### config.mk
export PLATFORM = sky130hd
export DESIGN_NAME = alu_acc_sequencer
export DESIGN_NICKNAME = d
export VERILOG_FILES = /design/src/rtl/alu_acc_sequencer.sv
export SDC_FILE = /design/constraint.sdc
export NUM_CORES = 1
export LEC_CHECK = 0
export ABC_AREA = 1
export CAP_MARGIN = 20
export CORE_MARGIN = 4
export CORE_UTILIZATION = 47
export CTS_BUF_LIST = sky130_fd_sc_hd__clkbuf_2 sky130_fd_sc_hd__clkbuf_4 sky130_fd_sc_hd__clkbuf_8
export CTS_CLUSTER_SIZE = 24
export DETAILED_ROUTE_END_ITERATION = 12
export PLACE_DENSITY = 0.82
export SLEW_MARGIN = 5
export SYNTH_ARGS = -nofsm -noshare
export SYNTH_HDL_FRONTEND = slang
export SYNTH_SLANG_ARGS = --single-unit
### constraint.sdc
create_clock -name clk -period 1.6 [get_ports clk]
set_clock_uncertainty 0.1 [all_clocks]
set_input_delay 0.32 -clock clk [delete_from_list [all_inputs] [get_ports clk]]
set_output_delay 0.32 -clock clk [all_outputs]
set_load 0.02 [all_outputs]
### src/rtl/alu_acc_sequencer.sv
// Accumulator/flag sequencer that drives an external 8-bit adder through an
// en/ready handshake and commits its result into ACC and the C/Z/N/V flags.
module alu_acc_sequencer #(
    parameter int WIDTH   = 8,
    parameter int TIMEOUT = 16
) (
    input  logic             clk,
    input  logic             rst_n,
    input  logic             start,
    input  logic [1:0]       op,
    input  logic [WIDTH-1:0] operand,
    output logic             add_en,
    output logic [WIDTH-1:0] add_a,
    output logic [WIDTH-1:0] add_b,
    output logic             add_cin,
    input  logic [WIDTH-1:0] add_out,
    input  logic             add_cout,
    input  logic             add_ready,
    output logic [WIDTH-1:0] acc,
    output logic             flag_c,
    output logic             flag_z,
    output logic             flag_n,
    output logic             flag_v,
    output logic             busy,
    output logic             done,
    output logic             err
);

    localparam int                CNT_W    = 8;
    localparam logic [CNT_W-1:0] CNT_LAST = CNT_W'(TIMEOUT - 1);

    typedef enum logic [1:0] {
        S_IDLE  = 2'b00,
        S_WAIT  = 2'b01,
        S_DRAIN = 2'b10
    } state_t;

    typedef enum logic [1:0] {
        OP_LOAD = 2'b00,
        OP_ADD  = 2'b01,
        OP_ADDC = 2'b10,
        OP_CLR  = 2'b11
    } op_t;

    state_t             state_q, state_d;
    logic [WIDTH-1:0]   acc_q, acc_d;
    logic               flag_c_q, flag_c_d;
    logic               flag_z_q, flag_z_d;
    logic               flag_n_q, flag_n_d;
    logic               flag_v_q, flag_v_d;
    logic               add_en_q, add_en_d;
    logic [WIDTH-1:0]   add_a_q, add_a_d;
    logic [WIDTH-1:0]   add_b_q, add_b_d;
    logic               add_cin_q, add_cin_d;
    logic               busy_q, busy_d;
    logic               done_q, done_d;
    logic               err_q, err_d;
    logic [CNT_W-1:0]   cnt_q, cnt_d;

    always_comb begin
        // NOTE: every _d starts from its _q (done from 0) so no path leaves a
        // signal unassigned; that is what keeps this block free of latches.
        state_d   = state_q;
        acc_d     = acc_q;
        flag_c_d  = flag_c_q;
        flag_z_d  = flag_z_q;
        flag_n_d  = flag_n_q;
        flag_v_d  = flag_v_q;
        add_en_d  = add_en_q;
        add_a_d   = add_a_q;
        add_b_d   = add_b_q;
        add_cin_d = add_cin_q;
        done_d    = 1'b0;
        err_d     = err_q;
        cnt_d     = cnt_q;

        unique case (state_q)
            S_IDLE: begin
                if (start) begin
                    err_d = 1'b0;
                    unique case (op)
                        OP_LOAD: begin
                            acc_d    = operand;
                            flag_z_d = (operand == '0);
                            flag_n_d = operand[WIDTH-1];
                            flag_v_d = 1'b0;
                            done_d   = 1'b1;
                        end
                        OP_CLR: begin
                            acc_d    = '0;
                            flag_c_d = 1'b0;
                            flag_z_d = 1'b1;
                            flag_n_d = 1'b0;
                            flag_v_d = 1'b0;
                            done_d   = 1'b1;
                        end
                        default: begin
                            add_en_d  = 1'b1;
                            add_a_d   = acc_q;
                            add_b_d   = operand;
                            add_cin_d = (op == OP_ADDC) ? flag_c_q : 1'b0;
                            cnt_d     = '0;
                            state_d   = S_WAIT;
                        end
                    endcase
                end
            end

            S_WAIT: begin
                if (add_ready) begin
                    acc_d    = add_out;
                    flag_c_d = add_cout;
                    flag_z_d = (add_out == '0);
                    flag_n_d = add_out[WIDTH-1];
                    // Signed overflow: like-signed operands, result sign differs.
                    flag_v_d = (add_a_q[WIDTH-1] == add_b_q[WIDTH-1]) &&
                               (add_out[WIDTH-1] != add_a_q[WIDTH-1]);
                    add_en_d = 1'b0;
                    done_d   = 1'b1;
                    state_d  = S_DRAIN;
                end else if (cnt_q == CNT_LAST) begin
                    add_en_d = 1'b0;
                    err_d    = 1'b1;
                    done_d   = 1'b1;
                    state_d  = S_DRAIN;
                end else begin
                    cnt_d = cnt_q + CNT_W'(1);
                end
            end

            S_DRAIN: begin
                // Hold off the next op until a stale ready has gone away.
                add_en_d = 1'b0;
                if (!add_ready) begin
                    state_d = S_IDLE;
                end
            end

            default: begin
                add_en_d = 1'b0;
                state_d  = S_IDLE;
            end
        endcase

        busy_d = (state_d != S_IDLE);
    end

    always_ff @(posedge clk or negedge rst_n) begin
        if (!rst_n) begin
            state_q   <= S_IDLE;
            acc_q     <= '0;
            flag_c_q  <= 1'b0;
            flag_z_q  <= 1'b0;
            flag_n_q  <= 1'b0;
            flag_v_q  <= 1'b0;
            add_en_q  <= 1'b0;
            add_a_q   <= '0;
            add_b_q   <= '0;
            add_cin_q <= 1'b0;
            busy_q    <= 1'b0;
            done_q    <= 1'b0;
            err_q     <= 1'b0;
            cnt_q     <= '0;
        end else begin
            // NOTE: non-blocking assignments so every flop samples the values
            // from before this edge, independent of statement order.
            state_q   <= state_d;
            acc_q     <= acc_d;
            flag_c_q  <= flag_c_d;
            flag_z_q  <= flag_z_d;
            flag_n_q  <= flag_n_d;
            flag_v_q  <= flag_v_d;
            add_en_q  <= add_en_d;
            add_a_q   <= add_a_d;
            add_b_q   <= add_b_d;
            add_cin_q <= add_cin_d;
            busy_q    <= busy_d;
            done_q    <= done_d;
            err_q     <= err_d;
            cnt_q     <= cnt_d;
        end
    end

    assign add_en  = add_en_q;
    assign add_a   = add_a_q;
    assign add_b   = add_b_q;
    assign add_cin = add_cin_q;
    assign acc     = acc_q;
    assign flag_c  = flag_c_q;
    assign flag_z  = flag_z_q;
    assign flag_n  = flag_n_q;
    assign flag_v  = flag_v_q;
    assign busy    = busy_q;
    assign done    = done_q;
    assign err     = err_q;

endmodule
Word level (Yosys, flattened, before mapping) --
Cells that the tools add are included. W data, S select, Z words.
Word-level totals: bits in registers 43, input bits 23, output and inout bits 33, logic and storage cells 94
Operators by class: $add $sub $neg 1, equal/unequal tests 17, mux-type cells 46, bitwise operators 1, reduce and logical (&&, ||, !) cells 15
Operator list (number):
- $mux W8 | 6
- $pmux W8 S2 | 3
- $mux W1 | 22
- $pmux W1 S2 | 9
- $logic_not A8 Y1 | 2
- $reduce_and A4 Y1 | 4
- $ne A2 B2 Y1 const B | 7
- $mux W2 | 5
- $add A8 B1 Y8 const B | 1
- $eq A8 B4 Y1 const B | 1
- $eq A2 B2 Y1 const B | 3
- $pmux W2 S3 | 1
- $reduce_and A3 Y1 | 2
- $reduce_and A5 Y1 | 1
- $logic_not A2 Y1 | 2
- $reduce_bool A2 Y1 | 2
- $ne A3 B1 Y1 const B | 1
- $ne A3 B3 Y1 const B | 1
- $eq A2 B1 Y1 const B | 1
- $ne A2 B1 Y1 const B | 1
- $reduce_or A2 Y1 | 1
- $eq A1 B1 Y1 | 1
- $logic_and A1 B1 Y1 | 1
- $ne A1 B1 Y1 | 1
- $not A1 Y1 | 1

Longest topological paths before layout --
Gate-level depths: netlist of run 1.
word-level depth 6, depth in mapped cells 9, mapped depth without buffers 8

Least setup slack after synthesis of run 1 --
No wires, ideal clock.
path type register to register, start point register cnt_q[1], end point register busy_q, in the netlist busy, library setup time 0.140 ns, arrival time 1.257 ns, data required time 1.360 ns, slack 0.103 ns, cell stages (with the launch flop) 7, buffers on the path 0, period minus slack after synthesis 1.497 ns, cell sequence dfrtp_1 ha_1 nand3_1 nor2_4 nor2_4 nor2_1 nand3_1
Between the ends: longest elaborated chain between the ends 5
Ends and longest elaborated chain:
- start: declaration | RTL line 58 | logic [CNT_W-1:0] cnt_q, cnt_d;
- start signal: assignment | RTL line 180 | cnt_q <= cnt_d;
- $eq A8 B4 Y1 | RTL line 121 | end else if (cnt_q == CNT_LAST) begin
- $mux W2 | RTL line 121
- $mux W2 | RTL line 110 | if (add_ready) begin
- $pmux W2 S3 | RTL line 77 | unique case (state_q)
- $reduce_bool A2 Y1 | RTL line 145 | busy_d = (state_d != S_IDLE);
- via busy_d | RTL line 55 | logic busy_q, busy_d;
- end signal: assignment | RTL line 177 | busy_q <= busy_d;
- end: declaration | RTL line 55
The timed path passes the listed nets, and every way through them passes these cells. A chain may end at the register's enable or synchronous reset.

Worst setup path in the final report of run 1 --
start point register cnt_q[0], end point register cnt_q[0]
Between the ends: longest elaborated chain between the ends 4, elaborated cells on any way between the ends 7, those cells by class add/sub: 1; eq/ne: 2; mux: 3; reduce/logical: 1
Ends and longest elaborated chain:
- $add A8 B1 Y8 | RTL line 127 | cnt_d = cnt_q + CNT_W'(1);
- $mux W8 | RTL line 121
- $mux W8 | RTL line 110
- $pmux W8 S2 | RTL line 77
Several ways; a longest one is shown, not always the timed one. The select of a mux whose other input is x is not followed.

==> results.sh, run 1 <==
export IMPL_synth_top_area_frac=0.498
export IMPL_cts_root_buffer="clkbuf_8"
export IMPL_yosysWarningCount=0
export IMPL_fin_crit_ns=1.51
export IMPL_end_kind="flop"
export IMPL_fin_cells=392
export IMPL_wire_per_inst_microns=13.9
export IMPL_vias=1969
export IMPL_stdcell_area_sq_um=3030
export IMPL_grt_util_all_layers=0.205
export IMPL_switching_power_uw=1900
export IMPL_ys_ff_latch=42
export IMPL_yosysTopAreaCell="dfrtp_1"
export IMPL_clkPwrFrac=0.162
export IMPL_hold_depth=2
export IMPL_post_route_cells_drive_above_1_share=0.185
export IMPL_maxCapViolCount=0
export IMPL_dp_hpwl_microns=3820
export IMPL_rr_worst_depth=6
export IMPL_startpoint="cnt_q[0]$_DFFE_PN0P_"
export IMPL_finalHoldViolCount=0
export IMPL_finalSetupViolations=0
export IMPL_slew_limit_headroom=0.783
export IMPL_layout_common_cells="nand2_1 (72), dfrtp_1 (41), dlygate4sd2_1 (35), inv_1 (33), o21ai_0 (30)"
export IMPL_cp_max_fo=7
export IMPL_die_h_microns=75.0
export IMPL_drt_first_pass_iters=4
export IMPL_finalCritPeriodShare=0.944
export IMPL_ys_top_cells_by_area="dfrtp_1 (50%), nand2_1 (13%), o21ai_0 (7.6%), inv_1 (6.0%), o21ai_2 (3.7%)"
export IMPL_yosysSeqAreaShare=0.498
export IMPL_core_rowCount=24
export IMPL_finish_utilization=0.697
export IMPL_final_common_cell="nand2_1"
export IMPL_hp_class="flop to flop"
export IMPL_die_area_sq_um=5630
export IMPL_gp_congestion=0.831
export IMPL_syn_inst=256
export IMPL_r2r_end="cnt_q[0]$_DFFE_PN0P_"
export IMPL_r2r_slack_ns=0.09
export IMPL_critical_path_class="flop to flop"
export IMPL_path_clk_slew_ns=0.09
export IMPL_antenna_found_initial=0
export IMPL_final_max_slew_viol_count=0
export IMPL_synthesis_area_sq_um=2110
export IMPL_outcome="complete, no violations"
export IMPL_r2r_start="cnt_q[0]$_DFFE_PN0P_"
export IMPL_max_freq_mhz=662
export IMPL_io_pins=56
export IMPL_cts_sinks=42
export IMPL_drt_iter0_markers=142
export IMPL_dp_cells=378
export IMPL_die_w_microns=75.0
export IMPL_io_buffer_count=55
export IMPL_place_area_sq_um=2880
export IMPL_power_frac_comb=0.472
export IMPL_p_sw_frac=0.423
export IMPL_via_per_inst=5.02
export IMPL_grt_max_degree=43
export IMPL_grt_pass1_wl_microns=8700
export IMPL_whs_ns=0.392
export IMPL_ir_drop_v=0.000800
export IMPL_routed_wl_microns=5440
export IMPL_synth_fp_nets=283
export IMPL_ys_types=27
export IMPL_cts_buffers=5
export IMPL_cp_start_kind="flop"
export IMPL_arrival_ns=1.64
export IMPL_clkLatencyLatePin_ns=0.30
export IMPL_p_int_uw=2590
export IMPL_initial_utilization=0.485
export IMPL_required_ns=1.73
export IMPL_min_delay_start="add_a[3]$_DFFE_PN0P_"
export IMPL_grt_overflow_total=0
export IMPL_tightest_slew_ns=0.322
export IMPL_cts_max_path_buffers=2
export IMPL_antenna_cells=0
export IMPL_areaGrowthSynthToFinish_pct=43.7
export IMPL_seq_power_share=0.366
export IMPL_cts_tree="built"
export IMPL_cts_htree_levels=2
export IMPL_min_to="add_a[3]$_DFFE_PN0P_"
export IMPL_drtAntennaViolNets=0
export IMPL_p_leak_uw=0.00160
export IMPL_core_sq_um=4350
export IMPL_layout_nets=366
export IMPL_avgSynthCellArea_sq_um=8.25
export IMPL_drc=0
export IMPL_grt_pass1_vias=1879
export IMPL_n_fill_cell=346
export IMPL_powerDensity_nw_per_um2=1480
==> stage by stage <==
| step | setup WS, ns | TNS, ns | total power [uW] |
|---|---|---|---|
| finish | 0.0888 | 0 | 4490 |
| global route | -0.0152 | -0.0246 | 4800 |
| CTS | 0.0130 | 0 | 4390 |
| detailed placement | -0.449 | -15.07 | 3900 |
| global placement | -0.406 | -13.10 | 3830 |
| floorplan | 0.103 | 0 | 2830 |
==> cells in the mapped netlist (all sizes together) <==
master,count
nor3b,2
o21ai,42
ha,4
clkbuf,1
a21o,1
nand4,2
nor3,1
a21oi,3
o22ai,1
o21bai,2
buf,4
inv,36
nor2,23
nand2,77
nand3,15
dfrtp,42
==> final cells by class <==
cell class,instances,area (sq um),share of cell area
Sequential cell,42,1050,0.347
Multi-Input combinational cell,174,943,0.311
Timing Repair Buffer,80,742,0.245
Inverter,36,138,0.0454
Clock buffer,5,68.8,0.0227
Tap cell,52,65.1,0.0214
Clock inverter,3,25.0,0.00825
==> critical path, stage by stage (launching register included) <==
cell     delay, ns
dfrtp_1       0.37
ha_2          0.20
nand3_2       0.13
buf_4         0.17
o21ai_4       0.16
nand2_2       0.13
o21ai_0       0.17
==> what timing repair did <==
item                                   CTS  global route
endpoints found under the hold margin   42             0
pin swaps                                2             3
gates cloned                             0             1
setup endpoints to repair               68            13
hold buffers                             1             0
setup buffers                            1             3
gates resized for setup                 41             7
==> state kept, by name, summed over array words and instances, names as in the netlist <==
name	cells
add_en	1
err	1
add_a	8
flag_v	1
done	1
busy	1
flag_z	1
flag_c	1
state_q	2
acc	8
add_cin	1
cnt_q	8
add_b	8
==> worst max-delay path by stage <==
stage,endpoint,slack [ns],cells after the start
floorplan,busy$_DFF_PN0_,0.10,6
global placement,acc[2]$_DFFE_PN0P_,-0.41,9
detailed placement,acc[2]$_DFFE_PN0P_,-0.45,9
CTS,cnt_q[7]$_DFFE_PN0P_,0.01,6
global route,cnt_q[4]$_DFFE_PN0P_,-0.02,7
finish,cnt_q[0]$_DFFE_PN0P_,0.09,6
==> routing by layer <==
layer	vias to the layer above	global-route usage	wire length, microns
li1	979	-	-
met2	73	0.344	2670
met4	0	0.0613	68
met3	8	0.0507	428
met1	909	0.260	2270
met5	-	0	0
==> power groups by stage <==
stage	registers [uW]	clock network, uW	logic, uW
2_1_floorplan	2060	0	772
3_3_place_gp	1670	0	2160
3_5_place_dp	1680	0	2220
4_1_cts	1650	743	2000
5_1_grt	1700	794	2310
6_report	1640	729	2120
==> cells by family after synthesis <==
family | count (synthesis) | share of synthesized area
compound gates | 49 | 0.136
buf+inv | 41 | 0.0800
flops | 42 | 0.498
simple gates | 120 | 0.262
fa+ha+maj | 4 | 0.0237
(Power assumes the default switching activity.)
==> run 2: changes to the inputs <==
CORE_MARGIN = not set   (was 4)
SLEW_MARGIN = 30   (was 5)
TNS_END_PERCENT = 5   (was not set)
==> results.sh, run 2 (synthesis gave the netlist of run 1 again) <==
export IMPL_outcome="complete, no violations"
export IMPL_io_buffer_count=55
export IMPL_cp_start_kind="flop"
export IMPL_grt_util_all_layers=0.237
export IMPL_place_area_sq_um=2900
export IMPL_clkLatencyLatePin_ns=0.30
export IMPL_min_to="add_a[1]$_DFFE_PN0P_"
export IMPL_core_sq_um=4320
export IMPL_initial_utilization=0.488
export IMPL_core_rowCount=24
export IMPL_drt_first_pass_iters=5
export IMPL_cts_tree="built"
export IMPL_post_route_cells_drive_above_1_share=0.164
export IMPL_final_max_slew_viol_count=0
export IMPL_rsz0062_at_grt="yes"
export IMPL_cts_htree_levels=2
export IMPL_min_delay_start="add_a[1]$_DFFE_PN0P_"
export IMPL_dp_hpwl_microns=3850
export IMPL_rr_worst_depth=7
export IMPL_required_ns=1.67
export IMPL_grt_pass1_vias=1936
export IMPL_areaGrowthSynthToFinish_pct=41.5
export IMPL_cp_max_fo=20
export IMPL_die_h_microns=69.0
export IMPL_max_freq_mhz=660
export IMPL_die_w_microns=69.0
export IMPL_p_leak_uw=0.00159
export IMPL_layout_nets=362
export IMPL_maxCapViolCount=0
export IMPL_antenna_cells=0
export IMPL_timing_setup_tns_ns=0
export IMPL_hold_depth=2
export IMPL_die_area_sq_um=4770
export IMPL_gp_congestion=0.827
export IMPL_grtUsageMet3=0.0643
export IMPL_hp_class="flop to flop"
export IMPL_n_fill_cell=369
export IMPL_tightest_slew_ns=0.337
export IMPL_cts_sinks=42
export IMPL_layout_common_cells="nand2_1 (74), dfrtp_1 (41), dlygate4sd2_1 (35), inv_1 (33), o21ai_0 (30)"
export IMPL_whs_ns=0.381
export IMPL_arrival_ns=1.59
export IMPL_stdcell_area_sq_um=2990
export IMPL_r2r_start="state_q[1]$_DFF_PN0_"
export IMPL_path_clk_slew_ns=0.08
export IMPL_vias=1975
export IMPL_final_common_cell="nand2_1"
export IMPL_fin_crit_ns=1.52
export IMPL_grt_overflow_total=0
export IMPL_post_cts_setup_buffer_count=0
export IMPL_grt_max_degree=43
export IMPL_finalHoldViolCount=0
export IMPL_cts_buffers=5
export IMPL_finish_utilization=0.691
export IMPL_wire_per_inst_microns=13.3
export IMPL_antenna_found_initial=0
export IMPL_slew_limit_headroom=0.773
export IMPL_top_usage_layer="met2"
export IMPL_cts_root_buffer="clkbuf_8"
export IMPL_finalSetupViolations=0
export IMPL_r2r_end="add_a[4]$_DFFE_PN0P_"
export IMPL_grt_pass1_wl_microns=8960
export IMPL_finalCritPeriodShare=0.947
export IMPL_r2r_slack_ns=0.08
export IMPL_dp_worst_setup_slack_ns=-0.409
export IMPL_grt_util_met2=0.388
export IMPL_io_pins=56
export IMPL_end_kind="flop"
export IMPL_cts_max_path_buffers=2
export IMPL_use_met1=0.301
export IMPL_multi_input_area_sq_um=922
export IMPL_ir_drop_v=0.000564
export IMPL_finalWorstSetupSlack_ns=0.0844
export IMPL_regArea_sq_um=1050
export IMPL_via_per_inst=5.09
export IMPL_powerDensity_nw_per_um2=1480
export IMPL_routed_wl_microns=5150
export IMPL_critical_path_class="flop to flop"
export IMPL_drc=0
export IMPL_drt_iter0_markers=156
export IMPL_drtAntennaViolNets=0
## run 2: critical path, cell delays in order, from the launching register on
cell,delay (ns)
dfrtp_2,0.47
nor2_4,0.17
nand2_1,0.09
nor2_2,0.13
inv_2,0.10
buf_12,0.16
nand2_1,0.07
o21ai_0,0.09
## run 2: metrics by stage
step           cells  power (uW)
2_1_floorplan    256        2830
3_3_place_gp     379        3890
3_5_place_dp     379        3960
4_1_cts          388        4460
5_1_grt          388        4720
6_report         388        4420
## run 2: final cells by class
class	instances	share of cell area
inverter	36	0.0452
sequential	42	0.352
tap	52	0.0218
clock inverter	1	0.00167
multi-input combinational	173	0.308
timing repair buffer	77	0.241
clock buffer	7	0.0301
## run 2: worst max path at each step
stage                              start  slack (ns)  cells after the start                   end
floorplan           cnt_q[1]$_DFFE_PN0P_        0.10                      6        busy$_DFF_PN0_
global placement                   op[1]       -0.35                      9  add_a[3]$_DFFE_PN0P_
detailed placement                 op[1]       -0.41                      9  add_a[4]$_DFFE_PN0P_
CTS                 cnt_q[0]$_DFFE_PN0P_      0.0009                      6  cnt_q[7]$_DFFE_PN0P_
global route        cnt_q[6]$_DFFE_PN0P_       -0.02                      8  cnt_q[2]$_DFFE_PN0P_
finish              state_q[1]$_DFF_PN0_        0.08                      7  add_a[4]$_DFFE_PN0P_
## run 2: timing repair
action                                  in CTS  in global routing
gates resized for setup                     37                  6
endpoints found under the hold margin       42                  0
hold buffers                                 1                  0
endpoints found under the setup margin      58                 16
pin swaps                                    1                  2
## run 2: report_power, final
group          switching (uW)  total [uW]  leakage [uW]  internal (uW)
clock                     363         729     0.0000517            365
combinational            1210        2040      0.000993            832
sequential                230        1650      0.000544           1420
total                    1800        4420       0.00159           2620
## run 2: layer usage
| layer | part of all wire | up-vias |
|---|---|---|
| met1 | 0.43 | 923 |
| met3 | 0.061 | 4 |
| met2 | 0.50 | 76 |
| met4 | 0.0085 | 0 |
| li1 | - | 972 |
| met5 | 0 | - |
==> run 3: changes to the inputs <==
CELL_PAD_IN_SITES_DETAIL_PLACEMENT = 1   (was not set)
CELL_PAD_IN_SITES_GLOBAL_PLACEMENT = 2   (was not set)
CORE_UTILIZATION = 29   (was 47)
GPL_ROUTABILITY_DRIVEN = 0   (was not set)
PLACE_DENSITY = 0.87   (was 0.82)
==> results.sh, run 3 (synthesis gave the netlist of run 1 again) <==
export IMPL_cts_root_buffer="clkbuf_8"
export IMPL_grt_pass1_wl_microns=9400
export IMPL_antenna_cells=0
export IMPL_layout_common_cells="nand2_1 (71), dfrtp_1 (39), dlygate4sd2_1 (34), inv_1 (33), o21ai_0 (30)"
export IMPL_post_route_cells_drive_above_1_share=0.179
export IMPL_hold_depth=2
export IMPL_min_to="add_a[5]$_DFFE_PN0P_"
export IMPL_clkLatencyLatePin_ns=0.30
export IMPL_n_fill_cell=860
export IMPL_finalWorstSetupSlack_ns=0.110
export IMPL_critical_path_class="flop to flop"
export IMPL_die_area_sq_um=7630
export IMPL_outcome="complete, no violations"
export IMPL_cp_max_fo=5
export IMPL_slew_limit_headroom=0.833
export IMPL_critPathMaxStageDelay_ns=0.37
export IMPL_routed_wl_microns=5810
export IMPL_final_max_slew_viol_count=0
export IMPL_r2r_end="cnt_q[2]$_DFFE_PN0P_"
export IMPL_slowest_stage="dfrtp_1"
export IMPL_core_rowCount=30
export IMPL_io_buffer_count=55
export IMPL_grt_overflow_total=0
export IMPL_io_pins=56
export IMPL_min_delay_start="add_a[5]$_DFFE_PN0P_"
export IMPL_fin_crit_ns=1.49
export IMPL_clkPwrFrac=0.192
export IMPL_grt_util_all_layers=0.162
export IMPL_timing_setup_tns_ns=0
export IMPL_final_common_cell="nand2_1"
export IMPL_drc=0
export IMPL_tightest_slew_ns=0.248
export IMPL_cts_tree="built"
export IMPL_drt_iter0_markers=60
export IMPL_finalSetupViolations=0
export IMPL_finalHoldViolCount=0
export IMPL_drtAntennaViolNets=0
export IMPL_power_frac_comb=0.453
export IMPL_switching_power_uw=1850
export IMPL_drt_first_pass_iters=4
export IMPL_grt_pass1_vias=2003
export IMPL_r2r_start="cnt_q[0]$_DFFE_PN0P_"
export IMPL_cts_max_path_buffers=2
export IMPL_required_ns=1.74
export IMPL_core_sq_um=6910
export IMPL_path_cells="ha_2 -> nand3_2 -> nor2_4 -> nor2_4 -> nor2_1 -> buf_4 -> nand2_1 -> nand2_1"
export IMPL_cts_sinks=42
export IMPL_dp_hpwl_microns=4240
export IMPL_layout_nets=362
export IMPL_p_sw_frac=0.400
export IMPL_die_h_microns=87.3
export IMPL_end_kind="flop"
export IMPL_cts_htree_levels=2
export IMPL_p_int_uw=2780
export IMPL_ir_drop_v=0.000456
export IMPL_areaGrowthSynthToFinish_pct=45.7
export IMPL_dp_worst_setup_slack_ns=-0.438
export IMPL_die_w_microns=87.3
export IMPL_startpoint="cnt_q[0]$_DFFE_PN0P_"
export IMPL_rr_worst_depth=8
export IMPL_arrival_ns=1.63
export IMPL_finalCritPeriodShare=0.931
export IMPL_maxCapViolCount=0
export IMPL_wire_per_inst_microns=13.5
export IMPL_path_clk_slew_ns=0.09
export IMPL_cp_start_kind="flop"
export IMPL_powerDensity_nw_per_um2=1500
export IMPL_initial_utilization=0.306
export IMPL_vias=1941
export IMPL_r2r_slack_ns=0.11
export IMPL_via_per_inst=4.50
export IMPL_seq_power_share=0.355
export IMPL_antenna_found_initial=0
export IMPL_max_freq_mhz=671
export IMPL_cts_buffers=5
export IMPL_p_leak_uw=0.00160
export IMPL_hp_class="flop to flop"
export IMPL_grt_max_degree=43
## run 3: cell types whose count changed in the layout (fill, tap and decap cells not counted), moves of 2 or more
cell / change
nand2_2: +4
nand2_1: -3
dfrtp_1: -2
dfrtp_2: +2
## run 3: cell type report
type / count / area, sq um / area share
Clock buffer: 6 / 82.6 / 0.0268
Clock inverter: 1 / 30.0 / 0.00976
Inverter: 36 / 138 / 0.0447
Multi-Input combinational cell: 173 / 925 / 0.300
Sequential cell: 42 / 1050 / 0.343
Tap cell: 96 / 120 / 0.0390
Timing Repair Buffer: 77 / 728 / 0.237
## run 3: power groups by stage
stage	Sequential (uW)	Clock [uW]	Combinational, uW
final	1640	888	2090
after global routing	1690	947	2310
after CTS	1650	907	2080
after detailed placement	1680	0	2290
after global placement	1670	0	2250
after floorplan	2060	0	772
## run 3: metal layers
layer / GRT usage / part of all wire
met4: 0.0715 / 0.022
met3: 0.0237 / 0.038
met2: 0.266 / 0.46
met5: 0 / 0
met1: 0.212 / 0.48
## run 3: critical path: cells and delay by family (launching register included)
family / cells / cell delay (ns)
and+or+nand+nor: 6 / 0.58
DFF: 1 / 0.37
adders and majority gates: 1 / 0.21
buffers and inverters: 1 / 0.17
## run 3: how the worst max path moves through the flow
stage,to,cells past startpoint,slack (ns)
5_1_grt,cnt_q[4]$_DFFE_PN0P_,8,-0.007
3_5_place_dp,add_a[1]$_DFFE_PN0P_,9,-0.44
2_1_floorplan,busy$_DFF_PN0_,6,0.10
6_report,cnt_q[2]$_DFFE_PN0P_,8,0.11
3_3_place_gp,add_a[3]$_DFFE_PN0P_,9,-0.39
4_1_cts,add_b[7]$_DFFE_PN0P_,9,-0.02
## run 3: stage by stage
step | area (sq um) | total power (uW) | cells | util | hold slack [ns]
6_report | 3080 | 4630 | 431 | 0.446 | 0.382
5_1_grt | 3080 | 4950 | 431 | 0.446 | 0.414
4_1_cts | 3030 | 4630 | 429 | 0.438 | 0.388
3_3_place_gp | 2920 | 3920 | 421 | 0.423 | 0.216
2_1_floorplan | 2110 | 2830 | 256 | - | -0.0756
3_5_place_dp | 2920 | 3970 | 421 | 0.423 | 0.222
## run 3: repair_timing
| item | in CTS | in global routing |
|---|---|---|
| setup buffers | 0 | 1 |
| pin swaps | 0 | 3 |
| endpoints found under the hold margin | 42 | 0 |
| hold buffers | 1 | 0 |
| setup endpoints to repair | 68 | 39 |
| cloned | 0 | 1 |
| gates resized for setup | 39 | 10 |
